`src/rtl/irq_ctrl.sv`:
```
// irq_ctrl: single-level interrupt controller sequencing accept, ack/trap and handler return
module irq_ctrl #(
   parameter logic [31:0] VECT_BASE = 32'h0000_0100
) (
   input  logic        clk_i,
   input  logic        rst_i,
   input  logic        irq_req_i,
   input  logic [7:0]  irq_code_bi,
   output logic        irq_ack_o,
   input  logic        irq_en_i,
   input  logic        core_ready_i,
   input  logic [31:0] core_pc_bi,
   input  logic        irq_ret_i,
   output logic        irq_trap_o,
   output logic [31:0] irq_vec_bo,
   output logic [31:0] irq_mepc_bo,
   output logic [7:0]  irq_mcause_bo,
   output logic        irq_busy_o,
   output logic [7:0]  spur_cnt_bo
);
   typedef enum logic [1:0] {IDLE, ACK, HANDLER} state_t;
   state_t state;
   logic accept;
   logic spur;
   assign accept = irq_req_i && irq_en_i && core_ready_i;
   assign spur = irq_code_bi == 8'h00;
   // sequencer: all outputs registered; trap doubles as the non-spurious flag while in ACK
   always_ff @(posedge clk_i) begin
      if (rst_i) begin
         state <= IDLE;
         irq_ack_o <= 1'b0;
         irq_trap_o <= 1'b0;
         irq_busy_o <= 1'b0;
         irq_vec_bo <= 32'h0;
         irq_mepc_bo <= 32'h0;
         irq_mcause_bo <= 8'h0;
         spur_cnt_bo <= 8'h0;
      end else begin
         irq_ack_o <= 1'b0;
         irq_trap_o <= 1'b0;
         case (state)
            IDLE: if (accept) begin
               state <= ACK;
               irq_ack_o <= 1'b1;
               irq_trap_o <= !spur;
               irq_busy_o <= !spur;
               if (spur) begin
                  spur_cnt_bo <= spur_cnt_bo == 8'hFF ? spur_cnt_bo : spur_cnt_bo + 8'h01;
               end else begin
                  irq_mcause_bo <= irq_code_bi;
                  irq_mepc_bo <= core_pc_bi;
                  irq_vec_bo <= VECT_BASE + {22'h0, irq_code_bi, 2'b00};
               end
            end
            ACK: state <= irq_trap_o ? HANDLER : IDLE;
            HANDLER: if (irq_ret_i) begin
               state <= IDLE;
               irq_busy_o <= 1'b0;
            end
            default: begin
               state <= IDLE;
               irq_busy_o <= 1'b0;
            end
         endcase
      end
   end
endmodule

```
`config.mk`:
```
export PLATFORM = sky130hd
export DESIGN_NAME = irq_ctrl
export DESIGN_NICKNAME = d
export VERILOG_FILES = /design/src/rtl/irq_ctrl.sv
export SDC_FILE = /design/constraint.sdc
export NUM_CORES = 1
export LEC_CHECK = 0
export CORE_ASPECT_RATIO = 0.6
export CORE_UTILIZATION = 40
export DETAILED_ROUTE_END_ITERATION = 6
export GPL_TIMING_DRIVEN = 0
export PLACE_DENSITY = 0.9
export SLEW_MARGIN = 20
export SYNTH_ARGS = -nofsm -noshare
export SYNTH_HDL_FRONTEND = slang
export SYNTH_SLANG_ARGS = --single-unit
```
`constraint.sdc`:
```
create_clock -name clk_i -period 2.27 [get_ports clk_i]
set_input_delay 0.454 -clock clk_i [delete_from_list [all_inputs] [get_ports clk_i]]
set_output_delay 0.454 -clock clk_i [all_outputs]
set_load 0.1 [all_outputs]
```
# Word-level counts from Yosys, hierarchy flattened
# Index checks and enable logic that the tools add are counted.
# Widths: inputs -> output; s select.
[word_totals]
ff_bits = 85
output_inout_bits = 83
[op_classes]
addsub = 2
eq_ne = 5
n_mux = 8
bitwise = 5
n_reduce_logical = 11
[ops]
columns = ["operator", "count"]
rows = [
  ["$add 9x10->11 const A", 1],
  ["$add 8x1->8 const B", 1],
  ["$eq 8x8->1 const B", 1],
  ["$logic_not 8->1", 1],
  ["$mux 2", 3],
  ["$pmux 2 s3", 1],
  ["$reduce_and 3->1", 2],
  ["$not 1->1", 5],
  ["$ne 2x2->1 const B", 2],
  ["$reduce_and 4->1", 1],
  ["$mux 1", 3],
  ["$pmux 1 s3", 1],
  ["$reduce_or 3->1", 1],
  ["$eq 2x1->1 const B", 1],
  ["$eq 2x2->1 const B", 1],
  ["$logic_and 1x1->1", 2],
  ["$logic_not 2->1", 1],
  ["$reduce_and 2->1", 1],
  ["$reduce_or 2->1", 1],
  ["$logic_not 1->1", 1],
]

# Depth between registers and ports, before layout
[depth]
ltp_word = 4
mapped_depth = 8

# Least setup slack after synthesis
# No wires, ideal clock.
[synth_path]
path_type = "flip-flop to flip-flop"
from = "register spur_cnt_bo[2]"
to = "register spur_cnt_bo[7]"
setup_ns = 0.115
arrival_time_ns = 2.056
slack_ns = 0.099
path_stages_with_launch = 5
n_path_buf = 0
synth_period_minus_slack_ns = 2.171
cell_sequence = "dfxtp_1 and4_1 nand3_1 o31a_2 o21ba_2"
[synth_between]
elab_chain_cells = 3
elab_cells_between_ends = 4
cone_classes = "1 x add/sub; 1 x eq/ne; 1 x bitwise; 1 x reduce/logical"
[synth_lines]
columns = ["element", "line", "rtl"]
rows = [
  ["start: declaration", "19", "output logic [7:0] spur_cnt_bo"],
  ["start signal: assignment", "48", "spur_cnt_bo <= spur_cnt_bo == 8'hFF ? spur_cnt_bo : spur_cnt_bo + 8'h01;"],
  ["branches (longest 3 deep; another with $add 8x1->8)", "n/a", ""],
]
# Parallel ways; which one is timed is not known.
# A chain may end at the register's enable or synchronous reset.

# Final worst setup path
[layout_path]
from = "register irq_mepc_bo[4]"
to = "output irq_mepc_bo[4]"
[layout_rtl]
columns = ["element", "line", "rtl"]
rows = [
  ["start: declaration", "16", "output logic [31:0] irq_mepc_bo,"],
  ["start signal: assignment", "51", "irq_mepc_bo <= core_pc_bi;"],
]
# No word-level cell between the ends.

==> reports/qor.json <==
{
  "outcome": {"value": "finished, final reports clean"},
  "timing.final.setup_violations": {"value": 0},
  "power.density": {"value": 569, "unit": "nW/um2"},
  "tightestPinTransition": {"value": 0.995, "unit": "ns"},
  "critical_path.endpoint_type": {"value": "output port"},
  "post_synth_instance_area": {"value": 2490, "unit": "um2"},
  "row_count": {"value": 21},
  "timing.critical_path.max_delay_family": {"value": "buffers and inverters"},
  "diodes": {"value": 0},
  "io_pins": {"value": 129},
  "grt_first_pass_wirelength": {"value": 11300, "unit": "um"},
  "timing.critical_path.slowest_cell_delay": {"value": 1.13, "unit": "ns"},
  "finalHoldViolCount": {"value": 0},
  "ys_top_cells_by_area": {"value": "dfxtp_1 45%, a21oi_1 9.2%, o21ai_0 9.0%"},
  "crit_slowest_cell": {"value": "clkdlybuf4s50_1"},
  "cp.required": {"value": 1.82, "unit": "ns"},
  "fin_worst_hold_slack": {"value": 0.477, "unit": "ns"},
  "p_int": {"value": 1.39, "unit": "mW"},
  "synth_cell_type_count": {"value": 35},
  "critPathArrivalTime": {"value": 1.79, "unit": "ns"},
  "clock_sink_count": {"value": 56},
  "ctsRootBufferMaster": {"value": "clkbuf_8"},
  "share_comb_of_total_power": {"value": 29.6, "unit": "%"},
  "timing.critical_path.buf_inv": {"value": 1},
  "dpl.hpwl": {"value": 5510, "unit": "um"},
  "clock_skew": {"value": 0.00673, "unit": "ns"},
  "cts.repair_timing.setup_buffer_count": {"value": 0},
  "remaining_drc_errors": {"value": 0},
  "layout.nets": {"value": 482},
  "antenna_found_initial": {"value": 0},
  "die_x": {"value": 104, "unit": "um"},
  "vias_per_cell": {"value": 5.02},
  "ys_async_sr_fraction": {"value": 0, "unit": "%"},
  "synth_sequential_area_ratio": {"value": 44.9, "unit": "%"},
  "cp_max_fo": {"value": 2},
  "maxSlewViolCount": {"value": 0},
  "r2r_cells": {"value": 6},
  "core": {"value": 5780, "unit": "um2"},
  "hold-path-cell-count": {"value": 2},
  "floorplan.die_area": {"value": 6570, "unit": "um2"},
  "route.antenna.remaining_nets": {"value": 0},
  "gpl.final_weighted_congestion": {"value": 0.770},
  "netlist_instances": {"value": 300},
  "grt_overflow": {"value": 0},
  "criticalPathCategory": {"value": "flop to output port"},
  "p_leak": {"value": 2.03, "unit": "nW"},
  "route.detailed.wl_per_inst": {"value": 14.4, "unit": "um"},
  "detail_route.wirelength": {"value": 7390, "unit": "um"},
  "relSlewSlack": {"value": 33.6, "unit": "%"},
  "cts_inserted_buffers": {"value": 5},
  "synthFlopType": {"value": "dfxtp_1"},
  "seqPwrFrac": {"value": 46.5, "unit": "%"},
  "drtPass1Iterations": {"value": 5},
  "initial_utilization": {"value": 43.2, "unit": "%"},
  "final_critical_path_setup_slack": {"value": 0.0221, "unit": "ns"},
  "final.fill_count": {"value": 504},
  "final_util": {"value": 66.9, "unit": "%"},
  "place_worst_setup_slack": {"value": -0.474, "unit": "ns"},
  "crit_chain": {"value": "clkdlybuf4s50_1"},
  "layout_cell_share_with_drive_strength_beyond_1": {"value": 12.7, "unit": "%"},
  "synth_largest_area_cell": {"value": "dfxtp_1"},
  "clkPwrFrac": {"value": 23.9, "unit": "%"},
  "maxClockFrequency": {"value": 445, "unit": "MHz"},
  "max-clock-path-buffers": {"value": 2},
  "area_delta_synth_final": {"value": 55.0, "unit": "%"},
  "setup_total_negative_slack": {"value": 0, "unit": "ns"},
  "largest_net_degree_at_the_start_of_global_routing": {"value": 17},
  "cts_tree": {"value": "yes"},
  "switching_power": {"value": 0.812, "unit": "mW"},
  "netlist.area_leader.share": {"value": 44.9, "unit": "%"},
  "critPathLaunchType": {"value": "flop"},
  "track_usage": {"value": 21.6, "unit": "%"},
  "floorplan.die.height": {"value": 63.2, "unit": "um"},
  "synthesized_area_per_cell": {"value": 8.32, "unit": "um2"},
  "synth.yosys.warnings": {"value": 0},
  "clk_pin_slew": {"value": 0.10, "unit": "ns"},
  "layout_worst_path_cycle_share": {"value": 99.0, "unit": "%"},
  "highest_ir_drop_seen_on_vdd": {"value": 0.000260, "unit": "V"},
  "min-delay-path-class": {"value": "flop to flop"},
  "post-route-min-period": {"value": 2.25, "unit": "ns"},
  "vias_in_the_first_global_route": {"value": 2272},
  "worstSkewPairLatency": {"value": 0.30, "unit": "ns"},
  "cts_htree_levels": {"value": 2},
  "totalPowerFinal": {"value": 2.20, "unit": "mW"},
  "dr.first_iter.drc_count": {"value": 167},
  "holdBufCountCts": {"value": 0},
  "number_of_vias_in_the_routed_layout": {"value": 2575},
  "synth_edf_count": {"value": 0},
  "drv.max_cap_violation_count": {"value": 0},
  "ys_ff_latch": {"value": 56},
  "stages_on_the_worst_setup_path": {"value": 1},
  "switching_share": {"value": 36.9, "unit": "%"},
  "portBuffers": {"value": 105}
}
[cells by family after synthesis]
family                     share of synthesized area (%)
AOI/OAI and AO/OA                                   20.3
and+or+nand+nor                                     18.4
buffers and inverters                               13.5
DFF                                                 44.9
muxes                                               1.30
adders and majority gates                           1.50
other                                              0.150
[what timing repair did]
item,4_1_cts,5_1_grt
pin swaps,0,1
endpoints found under the setup margin,62,63
endpoints found under the hold margin,0,0
gates cloned,0,0
gates resized for setup,24,37
[state kept, by name (all words and copies together), names as in the netlist]
| name | cells |
|---|---|
| irq_mepc_bo | 32 |
| irq_mcause_bo | 8 |
| spur_cnt_bo | 8 |
| irq_vec_bo | 3 |
| state | 2 |
| irq_ack_o | 1 |
| irq_busy_o | 1 |
| irq_trap_o | 1 |
[cells in the final DEF (no fill, tap or decap), drive strengths merged, types with 2 or more instances in the layout]
cell type,instances
clkbuf,22
inv,3
and4,2
dfxtp,56
o21ai,45
or4,3
a21oi,46
nor2,8
nor2b,2
nand4,2
nor3,5
and2,3
buf,37
dlymetal6s2s,30
mux2,2
o31ai,2
dlygate4sd2,20
conb,23
nand2b,3
nand2,10
nand3,40
clkdlybuf4s50,55
ha,3
[per-layer routing]
layer | GRT usage, % | wire length, um | vias to the layer above
met5 | 0 | 0 | -
met4 | 3.75 | 35 | 0
met3 | 6.63 | 671 | 6
met2 | 35.2 | 3360 | 133
met1 | 28.5 | 3330 | 1173
li1 | - | - | 1263
[cell usage after synthesis, types with 2 or more instances]
cell	count
dfxtp_1	56
a21oi_1	46
o21ai_0	45
nand3_1	40
buf_4	29
clkbuf_1	18
nand2_1	10
nor2_1	8
buf_1	5
nor3_1	4
ha_1	3
inv_1	3
nand2b_1	3
or4_1	3
and2_1	2
and4_1	2
buf_2	2
mux2_2	2
nor2b_1	2
o31ai_1	2
[area by class of cell]
type	count	area [um2]	share of cell area, %
sequential	56	1120	29.0
clock inverter	2	12.5	0.324
tap	80	100	2.59
clock buffer	5	68.8	1.78
inverter	3	11.3	0.291
timing repair buffer	105	1100	28.5
buffer	54	330	8.54
multi-input combinational	208	1120	29.0
[power by group through the flow]
| stage | clock network [mW] | logic, mW | registers, mW |
|---|---|---|---|
| floorplan | 0 | 0.293 | 1.24 |
| global placement | 0 | 0.650 | 1.04 |
| detailed placement | 0 | 0.653 | 1.05 |
| CTS | 0.536 | 0.650 | 1.02 |
| global route | 0.581 | 0.671 | 1.03 |
| finish | 0.526 | 0.652 | 1.02 |
[through the flow]
stage	instances	cell area (um2)
3_3_place_gp	507	3730
5_1_grt	513	3870
3_5_place_dp	507	3730
2_1_floorplan	322	2580
6_report	513	3870
4_1_cts	513	3790
[path summary, 6_finish.rpt]
path	startpoint	slack [ns]	end
worst max-delay path	irq_mepc_bo[4]	0.02	irq_mepc_bo[4]
worst min-delay path	irq_mepc_bo[27]	0.48	irq_mepc_bo[27]
worst max register to register	state[0]	0.48	irq_mepc_bo[8]
worst min register to register	irq_mepc_bo[27]	0.48	irq_mepc_bo[27]
Power figures use the tool's default switching activity.
==> RTL change 1, RTL diff (same settings) <==
Register the output `irq_vec_bo` once more, without a reset; this adds one clock of latency there. The other outputs are not delayed to match.
--- a/src/rtl/irq_ctrl.sv
+++ b/src/rtl/irq_ctrl.sv
@@ -21,2 +21,4 @@
    typedef enum logic [1:0] {IDLE, ACK, HANDLER} state_t;
+
+   logic [31:0] irq_vec_bo_s0;
    state_t state;
@@ -33,3 +35,3 @@
          irq_busy_o <= 1'b0;
-         irq_vec_bo <= 32'h0;
+         irq_vec_bo_s0 <= 32'h0;
          irq_mepc_bo <= 32'h0;
@@ -51,3 +53,3 @@
                   irq_mepc_bo <= core_pc_bi;
-                  irq_vec_bo <= VECT_BASE + {22'h0, irq_code_bi, 2'b00};
+                  irq_vec_bo_s0 <= VECT_BASE + {22'h0, irq_code_bi, 2'b00};
                end
@@ -66,2 +68,6 @@
    end
+   always_ff @(posedge clk_i) begin
+      irq_vec_bo <= irq_vec_bo_s0;
+   end
+
 endmodule
Check against the original RTL: not equivalent (a bounded check fails within 4 cycles, from zero or initial values and one cycle with rst_i high).
==> RTL change 1 against the original RTL <==
First-iteration DRC count is 22% lower. Synthesized area rose by 2.6%. Routed wire length fell by 5.4%. Highest routed layer unchanged. Non-clock buffer count down 7. Total power rose by 28%. Cell area grew 3.7%. Global-route usage fell by 0.31 points. Setup slack better by 0.021 ns. Sequential cell count up 9.
==> RTL change 1: results (changes against the original RTL) <==
| Metric | Value |
|---|---|
| Cells after DPL | 511 (+0.79%) |
| WHS | 0.352 ns (-0.125 ns) |
| Fin nets | 488 (+1.2%) |
| Gpl congestion | 0.803 (+4.3%) |
| Crit path from | irq_vec_bo[2] |
| CP arrival | 1.77 ns (-0.02 ns) |
| Vias/cell | 4.63 (-7.7%) |
| Synth area leaders | dfxtp_1 (51%), nand2_1 (13%), a21oi_1 (9.8%) |
| DRT Pass-1 Iters | 4 (-1) |
| Post-cts resize count | 52 (+120%) |
| Largest regs | irq_mepc_bo (32), irq_vec_bo (9) |
| Worst Clk Skew | 0.00871 ns (+0.00198 ns) |
| Switching share of power | 33.9% (-3.0 points) |
| Placed Instance Area | 0.00380 mm² (+1.9%) |
| First-pass GRT wire length | 11,000 µm (-3.0%) |
| Post-Place Setup Slack | -0.432 ns (+0.0414 ns) |
| Hold Path Depth | 0 (-2) |
| Final WL | 6990 µm (-5.4%) |
| Gr usage total | 21.3% (-0.31 points) |
| DR iter-0 viols | 130 (-22%) |
| Maximum level of the CTS H-tree | 3 (+1) |
| Reg2reg end | spur_cnt_bo[0] |
| Share of cells above drive strength 1 | 15.1% (+2.4 points) |
| Post-DP HPWL | 5130 µm (-6.8%) |
| Synth cell count leaders | nand2_1 (87), dfxtp_1 (65), a21oi_1 (50) |
| Largest net degree at the start of global routing | 13 (-4) |
| Outcome | completed |
| Netlist cell types | 34 (-2.9%) |
| R2r setup slk | 0.39 ns (-0.09 ns) |
| Worst skew pair latency | 0.34 ns (+0.04 ns) |
| Lkg Pwr | 1.88 nW (-7.5%) |
| Num CTS Buffers | 9 (+4) |
| Clock Pin Slew Worst Setup and Hold Paths | 0.07 ns (-0.03 ns) |
-- RTL change 1: how the worst max path moves through the flow --
stage | endpoint | slack [ns]
after floorplan | spur_cnt_bo[7] | 0.03
after global placement | irq_mepc_bo[28] | -0.38
after detailed placement | irq_mepc_bo[5] | -0.43
after CTS | spur_cnt_bo[5] | -0.02
after global routing | irq_vec_bo[3] | 0.0004
final | irq_vec_bo[2] | 0.04
-- RTL change 1: through the flow --
stage / power, W / util (%)
2_1_floorplan: 0.00170 / -
3_3_place_gp: 0.00186 / 61.9
4_1_cts: 0.00285 / 64.5
6_report: 0.00283 / 65.3
3_5_place_dp: 0.00187 / 61.9
5_1_grt: 0.00293 / 65.3
-- RTL change 1: logic make-up after synthesis --
| family | after synthesis | synth area share (%) |
|---|---|---|
| compound gates | 60 | 13.0 |
| other cells | 1 | 0.147 |
| fa+ha+maj | 3 | 1.47 |
| flops | 65 | 50.9 |
| simple gates | 118 | 21.1 |
| buf+inv | 50 | 12.1 |
| mux | 3 | 1.27 |
-- RTL change 1: final cells by class --
cell class | count | share of cell area [%]
multi-input cells | 207 | 26.3
flip-flops and latches | 65 | 32.5
repair buffers | 106 | 25.6
well taps | 84 | 2.62
clock inverters | 6 | 1.65
plain buffers | 46 | 7.52
clock buffers | 10 | 3.43
inverters | 4 | 0.374
-- RTL change 1: power by group through the flow --
stage | combinational, W | clock [W] | sequential [W]
after floorplan | 0.000296 | 0 | 0.00140
after global placement | 0.000650 | 0 | 0.00121
after detailed placement | 0.000655 | 0 | 0.00121
after CTS | 0.000642 | 0.00102 | 0.00119
after global routing | 0.000668 | 0.00108 | 0.00119
final | 0.000643 | 0.000996 | 0.00119
-- RTL change 1: per-layer routing --
metal,wire (µm),global-route usage (%)
met1,3060,25.9
met2,3240,35.0
met5,0,0
met3,615,7.76
met4,84,7.39
==> RTL change 2, RTL diff (same settings) <==
Without the edit above. Make the reset (`rst_i`) asynchronous in one clocked block.
--- a/src/rtl/irq_ctrl.sv
+++ b/src/rtl/irq_ctrl.sv
@@ -27,3 +27,3 @@
    // sequencer: all outputs registered; trap doubles as the non-spurious flag while in ACK
-   always_ff @(posedge clk_i) begin
+   always_ff @(posedge clk_i or posedge rst_i) begin
       if (rst_i) begin
Behaviour: differs if rst_i is asserted again (counterexample within 4 cycles, from zero or initial values and one cycle with rst_i high); with rst_i held inactive, the same outputs for 4 cycles.
==> RTL change 2 against the original RTL <==
Routed wire length shrank 24%. Setup slack gained 0.14 ns. Utilization shrank 2.8 points. Sequential cell count is the same. Synthesized cell count shrank 40%. Synthesized area grew 7.3%. Global-route usage shrank 4.8 points. Cell area grew 4.0%. Highest routed layer unchanged.
Power is not compared: it rests on default switching activity, and its combinational part moved more than twofold at a synthesized area within 25%.
==> RTL change 2: results (changes against the original RTL) <==
| Metric | Value |
|---|---|
| Gpl congestion | 0.711 (-7.6%) |
| Outcome | completed |
| Post-synthesis async set-or-reset flop share | 100% (+100 points) |
| Largest regs | irq_mepc_bo (32), irq_mcause_bo (8), spur_cnt_bo (8) |
| Worst Clk Skew | 0.00334 ns (-0.00339 ns) |
| DRT Pass-1 Iters | 4 (-1) |
| Worst Hold Launch | irq_mepc_bo[24] |
| Gr usage total | 16.8% (-4.8 points) |
| Crit path from | irq_mcause_bo[4] |
| Netlist cell types | 28 (-20%) |
| Slew at the pin closest to its max-slew limit | 1.00 ns (+0.00722 ns) |
| Reg-to-reg startpoint | spur_cnt_bo[0] |
| First-pass GRT wire length | 8940 µm (-21%) |
| Synth cell count leaders | dfrtp_1 (56), mux2_4 (38), buf_4 (29) |
| Fin nets | 362 (-25%) |
| # Post-CTS Setup Buffers | 0 (unchanged) |
| Largest net degree at the start of global routing | 57 (+40) |
| CP arrival | 1.65 ns (-0.14 ns) |
| Longest Clk Path Bufs | 2 (unchanged) |
| Wirelength per Cell | 14.0 µm (-2.5%) |
| CTS Root Cell | clkbuf_8 |
| Post-DP HPWL | 4260 µm (-23%) |
| Sequential area share after synthesis | 52.3% (+7.4 points) |
| Most used DFF post-synth | dfrtp_1 |
| Initial antenna violation count | 0 (unchanged) |
| Vias/cell | 4.44 (-12%) |
| Synth area leaders | dfrtp_1 (52%), mux2_4 (21%), buf_4 (8.1%) |
| Fill cells | 518 (+2.8%) |
| Clock Pin Slew Worst Setup and Hold Paths | 0.09 ns |
| Finished Layout Cells | 398 (-22%) |
| Cells after DPL | 390 (-23%) |
| Share of cells above drive strength 1 | 28.7% (+16 points) |
| DR iter-0 viols | 32 (-81%) |
| Vias in the first global route | 1,832 (-19%) |
| CP max FO | 3 (+1) |
| Port Buffers | 105 (unchanged) |
[RTL change 2: cell types whose count changed after synthesis, sizes merged, moves of 6 or more]
cell and delta:
a21oi -45, dfxtp -56, clkbuf -18, xor2 +6, nand3 -37, mux2 +42
dfrtp +56, o21ai -42, nor2 -7
[RTL change 2: final timing paths]
kind / to / cells after the start / slack (ns)
min reg2reg: irq_mepc_bo[24] / 1 / 0.51
max reg2reg: spur_cnt_bo[1] / 5 / 0.60
min: irq_mepc_bo[24] / 1 / 0.51
max in group asynchronous: spur_cnt_bo[7] / 2 / 1.21
min in group asynchronous: irq_mepc_bo[24] / 2 / 0.62
max: irq_vec_bo[6] / 2 / 0.16
[RTL change 2: cell families after synthesis]
logic type | Yosys count | synth area share (%)
flip-flops | 56 | 52.3
multiplexers | 44 | 23.8
buffers and inverters | 37 | 11.7
AND/OR/NAND/NOR | 27 | 7.57
XOR/XNOR | 7 | 2.29
AO/OA/AOI/OAI | 4 | 0.747
adder cells (fa/ha/maj) | 3 | 1.40
other | 1 | 0.140
[RTL change 2: final cells by class]
class | count | share of cell area (%)
Inverter | 4 | 0.436
Sequential cell | 56 | 34.8
Buffer | 33 | 7.41
Timing Repair Buffer | 105 | 26.3
Tap cell | 84 | 2.61
Clock buffer | 8 | 2.24
Multi-Input combinational cell | 108 | 26.1
[RTL change 2: worst max-delay path: stages (launching register included)]
cell and delay (ns):
dfrtp_1 0.40, buf_4 0.12, dlygate4sd2_1 0.83
[RTL change 2: layer usage]
metal  routed length (µm)  track usage [%]  share of wire [%]  vias up
li1                     -                -                  -      825
met1                 2420             21.0                 43      857
met2                 2650             28.2                 47       82
met3                  502             5.56                9.0        2
met4                   17             4.11               0.30        0
met5                    0                0                  0        -
[RTL change 2: what timing repair did]
item | CTS | global route
endpoints found under the hold margin | 0 | 0
resized for setup | 38 | 23
endpoints found under the setup margin | 38 | 54
[RTL change 2: per-stage QoR]
| step | instance area, µm² | setup TNS (ns) | total power (W) | setup slack, ns |
|---|---|---|---|---|
| after global routing | 4020 | 0 | 0.00447 | 0.0926 |
| after floorplan | 2760 | 0 | 0.00333 | 0.0737 |
| after CTS | 3960 | 0 | 0.00436 | 0.000138 |
| after global placement | 3920 | -39.96 | 0.00386 | -0.547 |
| final | 4020 | 0 | 0.00431 | 0.164 |
| after detailed placement | 3920 | -11.02 | 0.00389 | -0.263 |
[RTL change 2: power by group through the flow]
stage               combinational, W  clock, W  sequential, W
detailed placement           0.00259         0        0.00130
finish                       0.00249  0.000540        0.00128
global route                 0.00255  0.000615        0.00131
global placement             0.00257         0        0.00129
CTS                          0.00251  0.000565        0.00129
floorplan                   0.000723         0        0.00261
